$ cat src/rtl/m_unit_arbiter.sv
// rtl/m_unit_arbiter.sv - round-robin sharing of one M-extension multiply/divide unit between requesters
// Optional watchdog on the unit handshake is enabled by defining M_ARB_TIMEOUT_EN.
module m_unit_arbiter #(
    parameter int NUM_REQ        = 2,
    parameter int TIMEOUT_CYCLES = 64
) (
    input  logic                  clk,
    input  logic                  resetn,
    input  logic [NUM_REQ-1:0]    req_valid,
    output logic [NUM_REQ-1:0]    req_ready,
    input  logic [NUM_REQ*32-1:0] req_instr,
    input  logic [NUM_REQ*32-1:0] req_rs1,
    input  logic [NUM_REQ*32-1:0] req_rs2,
    input  logic [NUM_REQ*5-1:0]  req_rd,
    output logic [NUM_REQ-1:0]    rsp_valid,
    input  logic [NUM_REQ-1:0]    rsp_ready,
    output logic [31:0]           rsp_data,
    output logic [4:0]            rsp_rd,
    output logic                  rsp_wr,
    output logic                  rsp_err,
    output logic                  mu_valid,
    output logic [31:0]           mu_instr,
    output logic [31:0]           mu_rs1,
    output logic [31:0]           mu_rs2,
    output logic [4:0]            mu_rd,
    input  logic                  mu_wr,
    input  logic [31:0]           mu_result,
    input  logic                  mu_busy,
    input  logic                  mu_ready,
    input  logic [4:0]            mu_result_dest
);

    localparam int PTR_W = (NUM_REQ > 1) ? $clog2(NUM_REQ) : 1;

    typedef enum logic [2:0] {
        S_IDLE,
        S_ISSUE,
        S_WAIT,
        S_RESP,
        S_GAP
    } state_t;

    state_t             state_q, state_d;
    logic [PTR_W-1:0]   ptr_q, ptr_d;
    logic [PTR_W-1:0]   owner_q, owner_d;
    logic [31:0]        instr_q, instr_d;
    logic [31:0]        rs1_q, rs1_d;
    logic [31:0]        rs2_q, rs2_d;
    logic [4:0]         rd_q, rd_d;
    logic               mu_valid_q, mu_valid_d;
    logic [NUM_REQ-1:0] rsp_valid_q, rsp_valid_d;
    logic [31:0]        rsp_data_q, rsp_data_d;
    logic [4:0]         rsp_rd_q, rsp_rd_d;
    logic               rsp_wr_q, rsp_wr_d;
    logic               rsp_err_q, rsp_err_d;

    logic               grant_found;
    logic [PTR_W-1:0]   grant_idx;
    logic [PTR_W-1:0]   cand;
    logic [PTR_W-1:0]   ptr_next;
    logic [31:0]        sel_instr;
    logic [31:0]        sel_rs1;
    logic [31:0]        sel_rs2;
    logic [4:0]         sel_rd;
    logic               sel_is_m;
    logic [NUM_REQ-1:0] req_ready_c;
    logic               timeout_hit;

    // Busy is advisory only; completion is signalled solely by mu_ready.
    logic unused_mu_busy;
    assign unused_mu_busy = mu_busy;

    function automatic logic [NUM_REQ-1:0] onehot(input logic [PTR_W-1:0] idx);
        logic [NUM_REQ-1:0] v;
        v      = '0;
        v[idx] = 1'b1;
        return v;
    endfunction

    // First requesting port at or after the pointer, wrapping around.
    always_comb begin
        grant_found = 1'b0;
        grant_idx   = '0;
        cand        = '0;
        for (int k = 0; k < NUM_REQ; k++) begin
            cand = PTR_W'((int'(ptr_q) + k) % NUM_REQ);
            if (!grant_found && req_valid[cand]) begin
                grant_found = 1'b1;
                grant_idx   = cand;
            end
        end
    end

    assign ptr_next  = PTR_W'((int'(grant_idx) + 1) % NUM_REQ);
    assign sel_instr = req_instr[int'(grant_idx)*32 +: 32];
    assign sel_rs1   = req_rs1[int'(grant_idx)*32 +: 32];
    assign sel_rs2   = req_rs2[int'(grant_idx)*32 +: 32];
    assign sel_rd    = req_rd[int'(grant_idx)*5 +: 5];
    assign sel_is_m  = (sel_instr[6:0] == 7'b0110011) && (sel_instr[31:25] == 7'b0000001);

`ifdef M_ARB_TIMEOUT_EN
    localparam int CNT_W = $clog2(TIMEOUT_CYCLES + 1);

    logic [CNT_W-1:0] tmo_cnt_q, tmo_cnt_d;

    // Zero outside ISSUE/WAIT, so every operation starts its count from zero.
    always_comb begin
        tmo_cnt_d = '0;
        if (state_q == S_ISSUE || state_q == S_WAIT) begin
            tmo_cnt_d = tmo_cnt_q + 1'b1;
        end
    end

    always_ff @(posedge clk) begin
        if (!resetn) begin
            tmo_cnt_q <= '0;
        end else begin
            tmo_cnt_q <= tmo_cnt_d;
        end
    end

    assign timeout_hit = (tmo_cnt_q == CNT_W'(TIMEOUT_CYCLES - 1));
`else
    localparam int unused_timeout_cycles = TIMEOUT_CYCLES;
    assign timeout_hit = 1'b0;
`endif

    always_comb begin
        state_d     = state_q;
        ptr_d       = ptr_q;
        owner_d     = owner_q;
        instr_d     = instr_q;
        rs1_d       = rs1_q;
        rs2_d       = rs2_q;
        rd_d        = rd_q;
        mu_valid_d  = mu_valid_q;
        rsp_valid_d = rsp_valid_q;
        rsp_data_d  = rsp_data_q;
        rsp_rd_d    = rsp_rd_q;
        rsp_wr_d    = rsp_wr_q;
        rsp_err_d   = rsp_err_q;
        req_ready_c = '0;

        case (state_q)
            S_IDLE: begin
                if (grant_found) begin
                    req_ready_c[grant_idx] = 1'b1;
                    owner_d = grant_idx;
                    ptr_d   = ptr_next;
                    instr_d = sel_instr;
                    rs1_d   = sel_rs1;
                    rs2_d   = sel_rs2;
                    rd_d    = sel_rd;
                    if (sel_is_m) begin
                        mu_valid_d = 1'b1;
                        state_d    = S_ISSUE;
                    end else begin
                        rsp_valid_d = onehot(grant_idx);
                        rsp_data_d  = 32'h0;
                        rsp_rd_d    = sel_rd;
                        rsp_wr_d    = 1'b0;
                        rsp_err_d   = 1'b1;
                        state_d     = S_RESP;
                    end
                end
            end
            S_ISSUE, S_WAIT: begin
                // A completion in the same cycle as the watchdog expiry takes priority.
                if (mu_ready) begin
                    mu_valid_d  = 1'b0;
                    rsp_valid_d = onehot(owner_q);
                    rsp_data_d  = mu_result;
                    rsp_rd_d    = mu_result_dest;
                    rsp_wr_d    = mu_wr;
                    rsp_err_d   = 1'b0;
                    state_d     = S_RESP;
                end else if (timeout_hit) begin
                    mu_valid_d  = 1'b0;
                    rsp_valid_d = onehot(owner_q);
                    rsp_data_d  = 32'hDEAD_0000;
                    rsp_rd_d    = rd_q;
                    rsp_wr_d    = 1'b0;
                    rsp_err_d   = 1'b1;
                    state_d     = S_RESP;
                end else begin
                    state_d = S_WAIT;
                end
            end
            S_RESP: begin
                if (rsp_ready[owner_q]) begin
                    rsp_valid_d = '0;
                    rsp_data_d  = 32'h0;
                    rsp_rd_d    = 5'h0;
                    rsp_wr_d    = 1'b0;
                    rsp_err_d   = 1'b0;
                    state_d     = S_GAP;
                end
            end
            S_GAP: begin
                state_d = S_IDLE;
            end
            default: begin
                state_d = S_IDLE;
            end
        endcase
    end

    always_ff @(posedge clk) begin
        if (!resetn) begin
            state_q     <= S_IDLE;
            ptr_q       <= '0;
            owner_q     <= '0;
            instr_q     <= 32'h0;
            rs1_q       <= 32'h0;
            rs2_q       <= 32'h0;
            rd_q        <= 5'h0;
            mu_valid_q  <= 1'b0;
            rsp_valid_q <= '0;
            rsp_data_q  <= 32'h0;
            rsp_rd_q    <= 5'h0;
            rsp_wr_q    <= 1'b0;
            rsp_err_q   <= 1'b0;
        end else begin
            state_q     <= state_d;
            ptr_q       <= ptr_d;
            owner_q     <= owner_d;
            instr_q     <= instr_d;
            rs1_q       <= rs1_d;
            rs2_q       <= rs2_d;
            rd_q        <= rd_d;
            mu_valid_q  <= mu_valid_d;
            rsp_valid_q <= rsp_valid_d;
            rsp_data_q  <= rsp_data_d;
            rsp_rd_q    <= rsp_rd_d;
            rsp_wr_q    <= rsp_wr_d;
            rsp_err_q   <= rsp_err_d;
        end
    end

    // An accept pulse during reset would be lost, so the grant is masked while resetn is low.
    assign req_ready = req_ready_c & {NUM_REQ{resetn}};
    assign rsp_valid = rsp_valid_q;
    assign rsp_data  = rsp_data_q;
    assign rsp_rd    = rsp_rd_q;
    assign rsp_wr    = rsp_wr_q;
    assign rsp_err   = rsp_err_q;
    assign mu_valid  = mu_valid_q;
    assign mu_instr  = instr_q;
    assign mu_rs1    = rs1_q;
    assign mu_rs2    = rs2_q;
    assign mu_rd     = rd_q;

endmodule

$ cat config.mk
export PLATFORM = sky130hd
export DESIGN_NAME = m_unit_arbiter
export DESIGN_NICKNAME = d
export VERILOG_FILES = /design/src/rtl/m_unit_arbiter.sv
export SDC_FILE = /design/constraint.sdc
export NUM_CORES = 1
export LEC_CHECK = 0
export ABC_AREA = 1
export BUFFER_PORTS_ARGS = -buffer_cell sky130_fd_sc_hd__buf_2
export CORE_AREA = 4 4 151 153
export DETAILED_ROUTE_END_ITERATION = 8
export DIE_AREA = 0 0 155 157
export GPL_TIMING_DRIVEN = 0
export PLACE_DENSITY_LB_ADDON = 0.3
export SYNTH_ARGS = -nofsm -noshare
export SYNTH_HDL_FRONTEND = slang
export SYNTH_SLANG_ARGS = --single-unit
export TNS_END_PERCENT = 1
$ cat constraint.sdc
create_clock -name clk -period 2.8 [get_ports clk]
set_input_delay 0.14 -clock clk [delete_from_list [all_inputs] [get_ports clk]]
set_output_delay 0.14 -clock clk [all_outputs]
set_load 0.05 [all_outputs]
==> results of run 1 <==
==> cells in the mapped netlist (all sizes together) (2+ instances only) <==
library cell	instances
inv	26
a31oi	60
nor3	2
clkbuf	44
nand3b	3
nand2	329
a22oi	7
nand3	64
a21oi	52
o21ai	47
dfxtp	148
nor2	30
mux2i	5
buf	15
o22ai	2
==> worst min-delay path by stage <==
stage	start	to	slack (ns)	cells past startpoint
after floorplan	req_instr[11]	mu_instr[11]	0.25	2
after global placement	req_instr[24]	mu_instr[24]	0.34	3
after detailed placement	req_instr[11]	mu_instr[11]	0.35	3
after CTS	req_rs1[39]	mu_rs1[7]	0.002	3
after global routing	req_rs1[39]	mu_rs1[7]	0.008	3
final	req_rs1[39]	mu_rs1[7]	0.02	3
==> repair_timing <==
action                                  CTS  global route
resized for setup                         2            21
pin swaps                                 0             0
hold buffers                            189             0
hold endpoints to repair                114             0
endpoints found under the setup margin    2            60
buffers inserted                          0             0
==> flip-flops by register name, indices dropped and copies added (netlist names) <==
register and cells:
rsp_rd 5, owner_q 1, rsp_data 32, mu_rd 5
mu_valid 1, rsp_err 1, ptr_q 1, rsp_valid 2
rsp_wr 1, mu_rs1 32, mu_instr 32, mu_rs2 32
state_q 3
==> per-layer routing <==
layer | share of wire | track usage | vias to the layer above
met5 | 0.00048 | 0 | -
met4 | 0.040 | 0.0950 | 2
met3 | 0.081 | 0.0627 | 64
met2 | 0.49 | 0.380 | 375
met1 | 0.39 | 0.243 | 3689
li1 | - | - | 3976
==> cell families after synthesis <==
kind of cell,Yosys count,synth area share
buf+inv,86,0.0593
compound gates,169,0.157
simple gates,430,0.286
mux,5,0.00827
flops,148,0.490
==> worst max-delay path: stages (launching register included) <==
cell and delay [ns]:
dfxtp_1 0.31, inv_1 0.06, nand2_1 0.12, nand2_2 0.10, buf_2 0.24, nor2_1 0.17, inv_1 0.10, nor2_4 0.29
clkbuf_2 0.30, buf_2 0.31
==> cell type report <==
| cell class | count | share of cell area |
|---|---|---|
| Inverter | 27 | 0.00936 |
| Clock buffer | 18 | 0.0405 |
| Tap cell | 280 | 0.0323 |
| Timing Repair Buffer | 580 | 0.355 |
| Clock inverter | 14 | 0.0109 |
| Multi-Input combinational cell | 604 | 0.253 |
| Sequential cell | 148 | 0.274 |
| Buffer | 59 | 0.0251 |
==> power by group through the flow <==
stage	sequential (mW)	clock [mW]	combinational [mW]
finish	3.08	2.20	5.92
floorplan	5.20	0	1.72
global route	3.15	2.34	6.38
detailed placement	3.10	0	5.37
CTS	3.07	2.26	5.91
global placement	3.09	0	5.36
==> metrics by stage <==
stage / cells / instance area, sq um / power, mW / hold slack [ns] / utilization
after floorplan: 838 / 6050 / 6.92 / 0.253 / -
after global routing: 1730 / 10800 / 11.9 / 0.00801 / 0.503
final: 1730 / 10800 / 11.2 / 0.0241 / 0.503
after CTS: 1730 / 10800 / 11.2 / 0.00214 / 0.502
after detailed placement: 1509 / 8360 / 8.47 / 0.345 / 0.388
after global placement: 1509 / 8360 / 8.45 / 0.339 / 0.388
==> results.yml, run 1 <==
setup_path:
  cp_max_fo: 10
  r2r_cells: 11
  critical_path_required_ns: 2.66
  cp-startpoint: "ptr_q"
  endpoint_kind: "output port"
  crit_end: "req_ready[1]"
  worstSetupPathType: "flop to output port"
  critPathLaunchType: "flop"
  ff2ff_setup_slack_ns: 0.27
  reg2reg_to: "mu_rs1[17]"
  r2r-start: "ptr_q"
  arrival_ns: 2.43
floorplanning:
  num_rows: 54
  core_area_sq_um: 21600
  die_area_sq_um: 24300
  start_util: 0.281
  die_height_um: 157
  pin_count: 393
  die_width_um: 155
power:
  p_int_mw: 5.65
  leakage_nw: 5.36
  pwr-share-comb: 0.529
  clkPwrFrac: 0.197
  ir_drop_uv: 422
  pwr-share-seq: 0.275
  p_sw_frac: 0.496
  p_per_area_nw_per_um2: 1030
  power_switching_mw: 5.55
routing:
  ant_nets: 0
  route.detailed.drc: 0
  avgRoutedWirePerCell_um: 15.8
  initialDrtViolationCount: 484
  wl_um: 27300
  viasPerCell: 4.69
  route.vias.total: 8106
  firstDrtPassIters: 5
finish:
  drive_gt1_frac: 0.314
  multi_input_area_sq_um: 2740
  nets: 1685
  diodes: 0
  regArea_sq_um: 2960
  n_fill_cell: 2066
  most-common-layout-cells: "buf_2 (399), nand2_1 (328), dlygate4sd3_1 (189)"
  area_growth_pct: 79.0
  final_common_cell: "buf_2"
clock_tree:
  cts_max_path_buffers: 2
  path_clk_slew_ns: 0.07
  htreeDepth: 4
  cts_sinks: 148
  cts_tree: "built"
  cts_buffers: 17
  insertion_delay_ns: 0.42
  cts.root.buffer_cell: "clkbuf_16"
global_routing:
  grt-ovfl-total: 0
  antenna_found_initial: 1
  grt_pass1_wl_um: 42200
  grt_pass1_vias: 8338
  grt_usage: 0.216
  grt_start_max_net_pins: 17
yosys:
  synth_edf_count: 0
  seq_area_frac_synth: 0.490
  synthArstFlopShare: 0
  ys_ff_latch: 148
  syn-cell-area_sq_um: 6050
  netlist.area_leader.share: 0.490
  yosys_warnings: 0
  synth_nets: 1086
  syn_avg_cell_area_sq_um: 7.22
  synthCells: 838
  synthTopCellsByArea: "dfxtp_1 (49%), nand2_1 (20%), a31oi_1 (6.2%)"
  synthFlopType: "dfxtp_1"
  synth.largest_area_cell: "dfxtp_1"
  synth_cell_types: 28
timing:
  worst_slack_ns: 0.228
  clock_skew_ns: 0.00838
  tightest_slew_ns: 0.636
  drv_slew: 0
  finalCritPeriodShare: 0.919
  maxSlewHeadroom: 0.576
  rsz0062_at_grt: "no"
  fmaxAchievable_mhz: 389
  min_period_ns: 2.57
  final-setup-viol-count: 0
  hold_viol_final: 0
  fin_setup_tns_ns: 0
placed_design:
  place_hpwl_um: 19000
  io_buffers: 391
  place.gp.congestion: 0.888
  dp_slack_ns: 0.288
run_status:
  status: "finished clean"
job:
  maxCapViolCount: 0
hold_path:
  worstHoldPathType: "input pin to flop"
No activity file was read; power rests on OpenSTA's default activity.
==> run 2, diff against run 1 <==
--- a/config.mk
+++ b/config.mk
@@ -7,11 +7,13 @@
 export LEC_CHECK = 0
 export ABC_AREA = 1
 export BUFFER_PORTS_ARGS = -buffer_cell sky130_fd_sc_hd__buf_2
-export CORE_AREA = 4 4 151 153
+export CORE_AREA = 4 4 149 151
+export CTS_BUF_LIST = sky130_fd_sc_hd__clkbuf_4
 export DETAILED_ROUTE_END_ITERATION = 8
-export DIE_AREA = 0 0 155 157
+export DIE_AREA = 0 0 153 155
 export GPL_TIMING_DRIVEN = 0
 export PLACE_DENSITY_LB_ADDON = 0.3
+export RECOVER_POWER = 50
 export SYNTH_ARGS = -nofsm -noshare
 export SYNTH_HDL_FRONTEND = slang
 export SYNTH_SLANG_ARGS = --single-unit
==> run 2 against run 1 <==
Net effect:
- via count is 3.7% higher
- sequential share of layout area down 0.33 points
- flip-flop and latch count stayed put
- sequential power about the same
==> results.yml, run 2 (synthesis results as in run 1) <==
power:
  power_switching_mw: 5.44
  p_sw_frac: 0.521
  pwr-share-seq: 0.296
  clkPwrFrac: 0.136
  p_per_area_nw_per_um2: 951
  ir_drop_uv: 521
  leakage_nw: 4.92
  pwr-share-comb: 0.568
  p_int_mw: 4.99
clock_tree:
  cts_max_path_buffers: 2
  cts_buffers: 17
  insertion_delay_ns: 0.54
  htreeDepth: 4
  cts_tree: "built"
  cts_sinks: 148
  cts.root.buffer_cell: "clkbuf_4"
  path_clk_slew_ns: 0.12
timing:
  clock_skew_ns: 0.0307
  maxSlewHeadroom: 0.484
  final-setup-viol-count: 0
  hold_viol_final: 0
  min_period_ns: 2.69
  rsz0062_at_grt: "yes"
  drv_slew: 0
  fmaxAchievable_mhz: 372
  finalCritPeriodShare: 0.960
  tightest_slew_ns: 0.774
setup_path:
  worst-path-buf-inv: 3
  critical_path_required_ns: 3.26
  cpPeakStageDelay_ns: 0.59
  worstSetupPathType: "flop to flop"
  critPathLaunchType: "flop"
  r2r-start: "state_q[2]"
  endpoint_kind: "flop"
  reg2reg_to: "mu_rs1[15]"
  cp_max_fo: 10
  critical_path.top_delay_family: "buffers and inverters"
  crit_path_top_delay_cell: "dlygate4sd3_1"
  r2r_cells: 8
  worstPathCellList: "nor3_2 -> o21ai_0 -> nor2_1 -> clkbuf_4 -> clkbuf_2 -> nand2_1 -> a31oi_1 -> dlygate4sd3_1"
  ff2ff_setup_slack_ns: 0.11
  arrival_ns: 3.15
routing:
  wl_um: 28000
  viasPerCell: 4.71
  route.vias.total: 8408
  route.detailed.drc: 0
  avgRoutedWirePerCell_um: 15.7
  firstDrtPassIters: 8
  ant_nets: 0
  initialDrtViolationCount: 375
placed_design:
  place_inst: 1504
  io_buffers: 391
  place.gp.congestion: 0.909
  place_hpwl_um: 19400
global_routing:
  grt-busiest-layer: "met2"
  grt_pass1_wl_um: 43400
  grt-ovfl-total: 0
  grt_start_max_net_pins: 19
  met2_usage: 0.398
  grtUsageMet1: 0.252
  grt_pass1_vias: 8546
  antenna_found_initial: 3
  grt_usage: 0.226
  gr-usage-met3: 0.0656
floorplanning:
  die_height_um: 155
  die_area_sq_um: 23700
  num_rows: 53
  die_width_um: 153
  core_area_sq_um: 20800
  start_util: 0.291
  pin_count: 393
run_status:
  status: "finished clean"
hold_path:
  min_path_cells: 7
  hold_end: "state_q[2]"
  worstHoldPathType: "input pin to flop"
  min-delay-start: "rsp_ready[0]"
finish:
  most-common-layout-cells: "nand2_1 (328), buf_2 (255), dlygate4sd3_1 (243)"
  fin_cells: 1786
  area_growth_pct: 81.2
  final_util: 0.527
  drive_gt1_frac: 0.210
  final_common_cell: "nand2_1"
  nets: 1743
job:
  maxCapViolCount: 0
## run 2: through the flow
step	setup TNS (ns)	cell area [sq um]	power [mW]	setup WS, ns	hold WS, ns
2_1_floorplan	0	6050	6.92	0.792	0.253
3_3_place_gp	0	8350	8.43	0.343	0.338
3_5_place_dp	0	8350	8.46	0.339	0.343
4_1_cts	0	11100	10.6	0.0159	0.0162
5_1_grt	-0.145	11000	11.1	-0.0700	0.0783
6_report	0	11000	10.4	0.113	0.0954
## run 2: power by group through the flow
stage	Sequential [mW]	Combinational, mW	Clock, mW
2_1_floorplan	5.20	1.72	0
3_3_place_gp	3.09	5.35	0
3_5_place_dp	3.10	5.36	0
4_1_cts	3.06	6.04	1.48
5_1_grt	3.17	6.34	1.54
6_report	3.09	5.92	1.42
## run 2: area by class of cell
cell class | count | area, sq um
inverter | 27 | 103
sequential | 148 | 2960
fill | 2043 | 9860
antenna | 3 | 7.51
tap | 275 | 344
multi-input combinational | 604 | 2730
buffer | 57 | 265
timing repair buffer | 640 | 4260
clock buffer | 19 | 143
clock inverter | 13 | 150
## run 2: layer usage
metal | vias up | part of all wire
met5 | - | 0
met1 | 3856 | 0.40
met3 | 70 | 0.074
met2 | 388 | 0.49
met4 | 0 | 0.037
li1 | 4094 | -
## run 2: timing repair
action,4_1_cts,5_1_grt
hold endpoints to repair,143,0
pin swaps,0,1
endpoints found under the setup margin,2,54
hold buffers,243,0
setup buffers,0,6
gates resized for setup,2,20
## run 2: how the worst max path moves through the flow
stage | to | slack (ns) | cells after the start | startpoint
after global routing | mu_rs2[7] | -0.07 | 10 | ptr_q
after floorplan | mu_instr[16] | 0.79 | 10 | ptr_q
final | mu_rs1[15] | 0.11 | 8 | state_q[2]
after CTS | mu_rs1[15] | 0.02 | 8 | state_q[2]
after global placement | req_ready[1] | 0.34 | 9 | ptr_q
after detailed placement | req_ready[1] | 0.34 | 9 | ptr_q
## run 2: tightest hold or removal path, stage by stage
cell and delay [ns]:
buf_2 0.09, nand2_1 0.05, nand2_1 0.05, nand2_1 0.05, nand2_1 0.07, inv_2 0.08, nor3_1 0.04
==> run 3, diff against run 2 <==
--- a/config.mk
+++ b/config.mk
@@ -7,10 +7,11 @@
 export LEC_CHECK = 0
 export ABC_AREA = 1
 export BUFFER_PORTS_ARGS = -buffer_cell sky130_fd_sc_hd__buf_2
-export CORE_AREA = 4 4 149 151
+export CAP_MARGIN = 30
+export CORE_AREA = 4 4 150 152
 export CTS_BUF_LIST = sky130_fd_sc_hd__clkbuf_4
 export DETAILED_ROUTE_END_ITERATION = 8
-export DIE_AREA = 0 0 153 155
+export DIE_AREA = 0 0 154 156
 export GPL_TIMING_DRIVEN = 0
 export PLACE_DENSITY_LB_ADDON = 0.3
 export RECOVER_POWER = 50
==> constraint.sdc (replaced) <==
create_clock -name clk -period 2.2 [get_ports clk]
set_input_delay 0.11 -clock clk [delete_from_list [all_inputs] [get_ports clk]]
set_output_delay 0.11 -clock clk [all_outputs]
set_load 0.05 [all_outputs]
==> run 3 against run 2 <==
Net effect:
- critical path depth up 6
- register-to-register slack better by 0.02 ns
- non-clock buffer count is 10 higher
- largest cell class unchanged
- largest power group unchanged
==> results.yml, run 3 (synthesis results as in run 1) <==
run_status:
  status: "finished clean"
placed_design:
  io_buffers: 391
  place_hpwl_um: 19000
  place.gp.congestion: 0.875
  place_inst: 1504
  postPlaceCellArea_sq_um: 8350
routing:
  firstDrtPassIters: 6
  viasPerCell: 4.70
  route.detailed.drc: 0
  wl_um: 28600
  avgRoutedWirePerCell_um: 15.9
  route.vias.total: 8439
  ant_nets: 0
  initialDrtViolationCount: 527
setup_path:
  worstPathCellList: "inv_2 -> nand2_2 -> clkbuf_4 -> nand3b_1 -> nand2_2 -> nor2_1 -> nand2_1 -> nor2_4 -> nand3_4 -> nand3_4 -> buf_8 -> buf_6 -> nand2_1 -> a21oi_1"
  reg2reg_to: "rsp_data[22]"
  endpoint_kind: "flop"
  critical_path_required_ns: 2.65
  critical_path.top_delay_family: "simple AND/OR/NAND/NOR gates"
  arrival_ns: 2.51
  ff2ff_setup_slack_ns: 0.14
  worstSetupPathType: "flop to flop"
  cp_max_fo: 10
  critPathLaunchType: "flop"
  r2r-start: "ptr_q"
  cpPeakStageDelay_ns: 0.34
  worst-path-buf-inv: 4
  r2r_cells: 14
  crit_path_top_delay_cell: "dfxtp_2"
timing:
  final-setup-viol-count: 0
  drv_slew: 0
  rsz0062_at_grt: "yes"
  clock_skew_ns: 0.0171
  tightest_slew_ns: 0.704
  hold_viol_final: 0
  fin_setup_tns_ns: 0
  min_period_ns: 2.06
  finalCritPeriodShare: 0.938
  fmaxAchievable_mhz: 485
  maxSlewHeadroom: 0.533
clock_tree:
  cts_sinks: 148
  cts_max_path_buffers: 2
  htreeDepth: 4
  cts.root.buffer_cell: "clkbuf_4"
  cts_buffers: 17
  cts_tree: "built"
  path_clk_slew_ns: 0.15
  insertion_delay_ns: 0.52
finish:
  fin_cells: 1796
  nets: 1753
  drive_gt1_frac: 0.215
  fin_area_sq_um: 11200
  most-common-layout-cells: "nand2_1 (326), buf_2 (250), dlygate4sd3_1 (249)"
  area_growth_pct: 84.6
  final_common_cell: "nand2_1"
floorplanning:
  die_height_um: 156
  core_area_sq_um: 21000
  pin_count: 393
  num_rows: 53
  start_util: 0.288
  die_width_um: 154
  die_area_sq_um: 24000
global_routing:
  grt_start_max_net_pins: 17
  antenna_found_initial: 2
  grt_usage: 0.226
  grt_pass1_wl_um: 44000
  grt_pass1_vias: 8725
  grt-ovfl-total: 0
power:
  ir_drop_uv: 629
  p_per_area_nw_per_um2: 1160
  leakage_nw: 4.84
job:
  maxCapViolCount: 0
hold_path:
  hold_end: "state_q[1]"
  min-delay-start: "rsp_ready[1]"
  worstHoldPathType: "input pin to flop"
  min_path_cells: 7
==> run 3: through the flow <==
step	power (mW)	hold slack (ns)	util	setup WS, ns
global placement	10.8	0.309	0.397	-0.154
detailed placement	10.8	0.311	0.397	-0.164
floorplan	8.81	0.223	-	0.192
finish	13.0	0.0541	0.531	0.137
global route	13.8	0.0185	0.531	-0.0214
CTS	13.1	0.000193	0.534	-0.0566
==> run 3: metal layers <==
layer | vias up | track usage | wire, um
met1 | 3811 | 0.256 | 11400
met3 | 79 | 0.0671 | 2250
met2 | 443 | 0.390 | 13900
met4 | 0 | 0.111 | 1130
met5 | - | 0 | 0
li1 | 4106 | - | -
==> run 3: how the worst max path moves through the flow <==
stage / endpoint / slack (ns) / cells after the start / from
2_1_floorplan: mu_instr[16] / 0.19 / 10 / ptr_q
3_3_place_gp: req_ready[1] / -0.15 / 9 / ptr_q
3_5_place_dp: req_ready[1] / -0.16 / 9 / ptr_q
4_1_cts: req_ready[1] / -0.06 / 9 / ptr_q
5_1_grt: req_ready[0] / -0.02 / 7 / state_q[2]
6_report: rsp_data[22] / 0.14 / 14 / ptr_q
==> run 3: repair_timing <==
action	4_1_cts	5_1_grt
hold buffers	249	0
resized for setup	25	21
buffers inserted	2	6
pin swaps	2	5
endpoints found under the hold margin	144	0
endpoints found under the setup margin	108	83
==> run 3: report_power, final <==
part / internal (mW) / total [mW] / switching (mW)
registers: 3.50 / 3.97 / 0.471
clock network: 0.617 / 1.79 / 1.18
logic: 1.83 / 7.21 / 5.38
==> run 3: final cells by class <==
| class | count | area [sq um] |
|---|---|---|
| fill | 2000 | 9850 |
| timing repair buffer | 648 | 4350 |
| sequential | 148 | 2970 |
| multi-input combinational | 604 | 2790 |
| tap | 275 | 344 |
| buffer | 59 | 312 |
| clock inverter | 15 | 161 |
| clock buffer | 17 | 128 |
| inverter | 27 | 106 |
| antenna | 3 | 7.51 |
==> run 3: worst reg2reg max path, stage by stage (launching register included) <==
cell      delay [ns]
dfxtp_2         0.34
inv_2           0.08
nand2_2         0.09
clkbuf_4        0.20
nand3b_1        0.13
nand2_2         0.10
nor2_1          0.11
nand2_1         0.09
nor2_4          0.17
nand3_4         0.11
nand3_4         0.10
buf_8           0.14
buf_6           0.14
nand2_1         0.06
a21oi_1         0.13
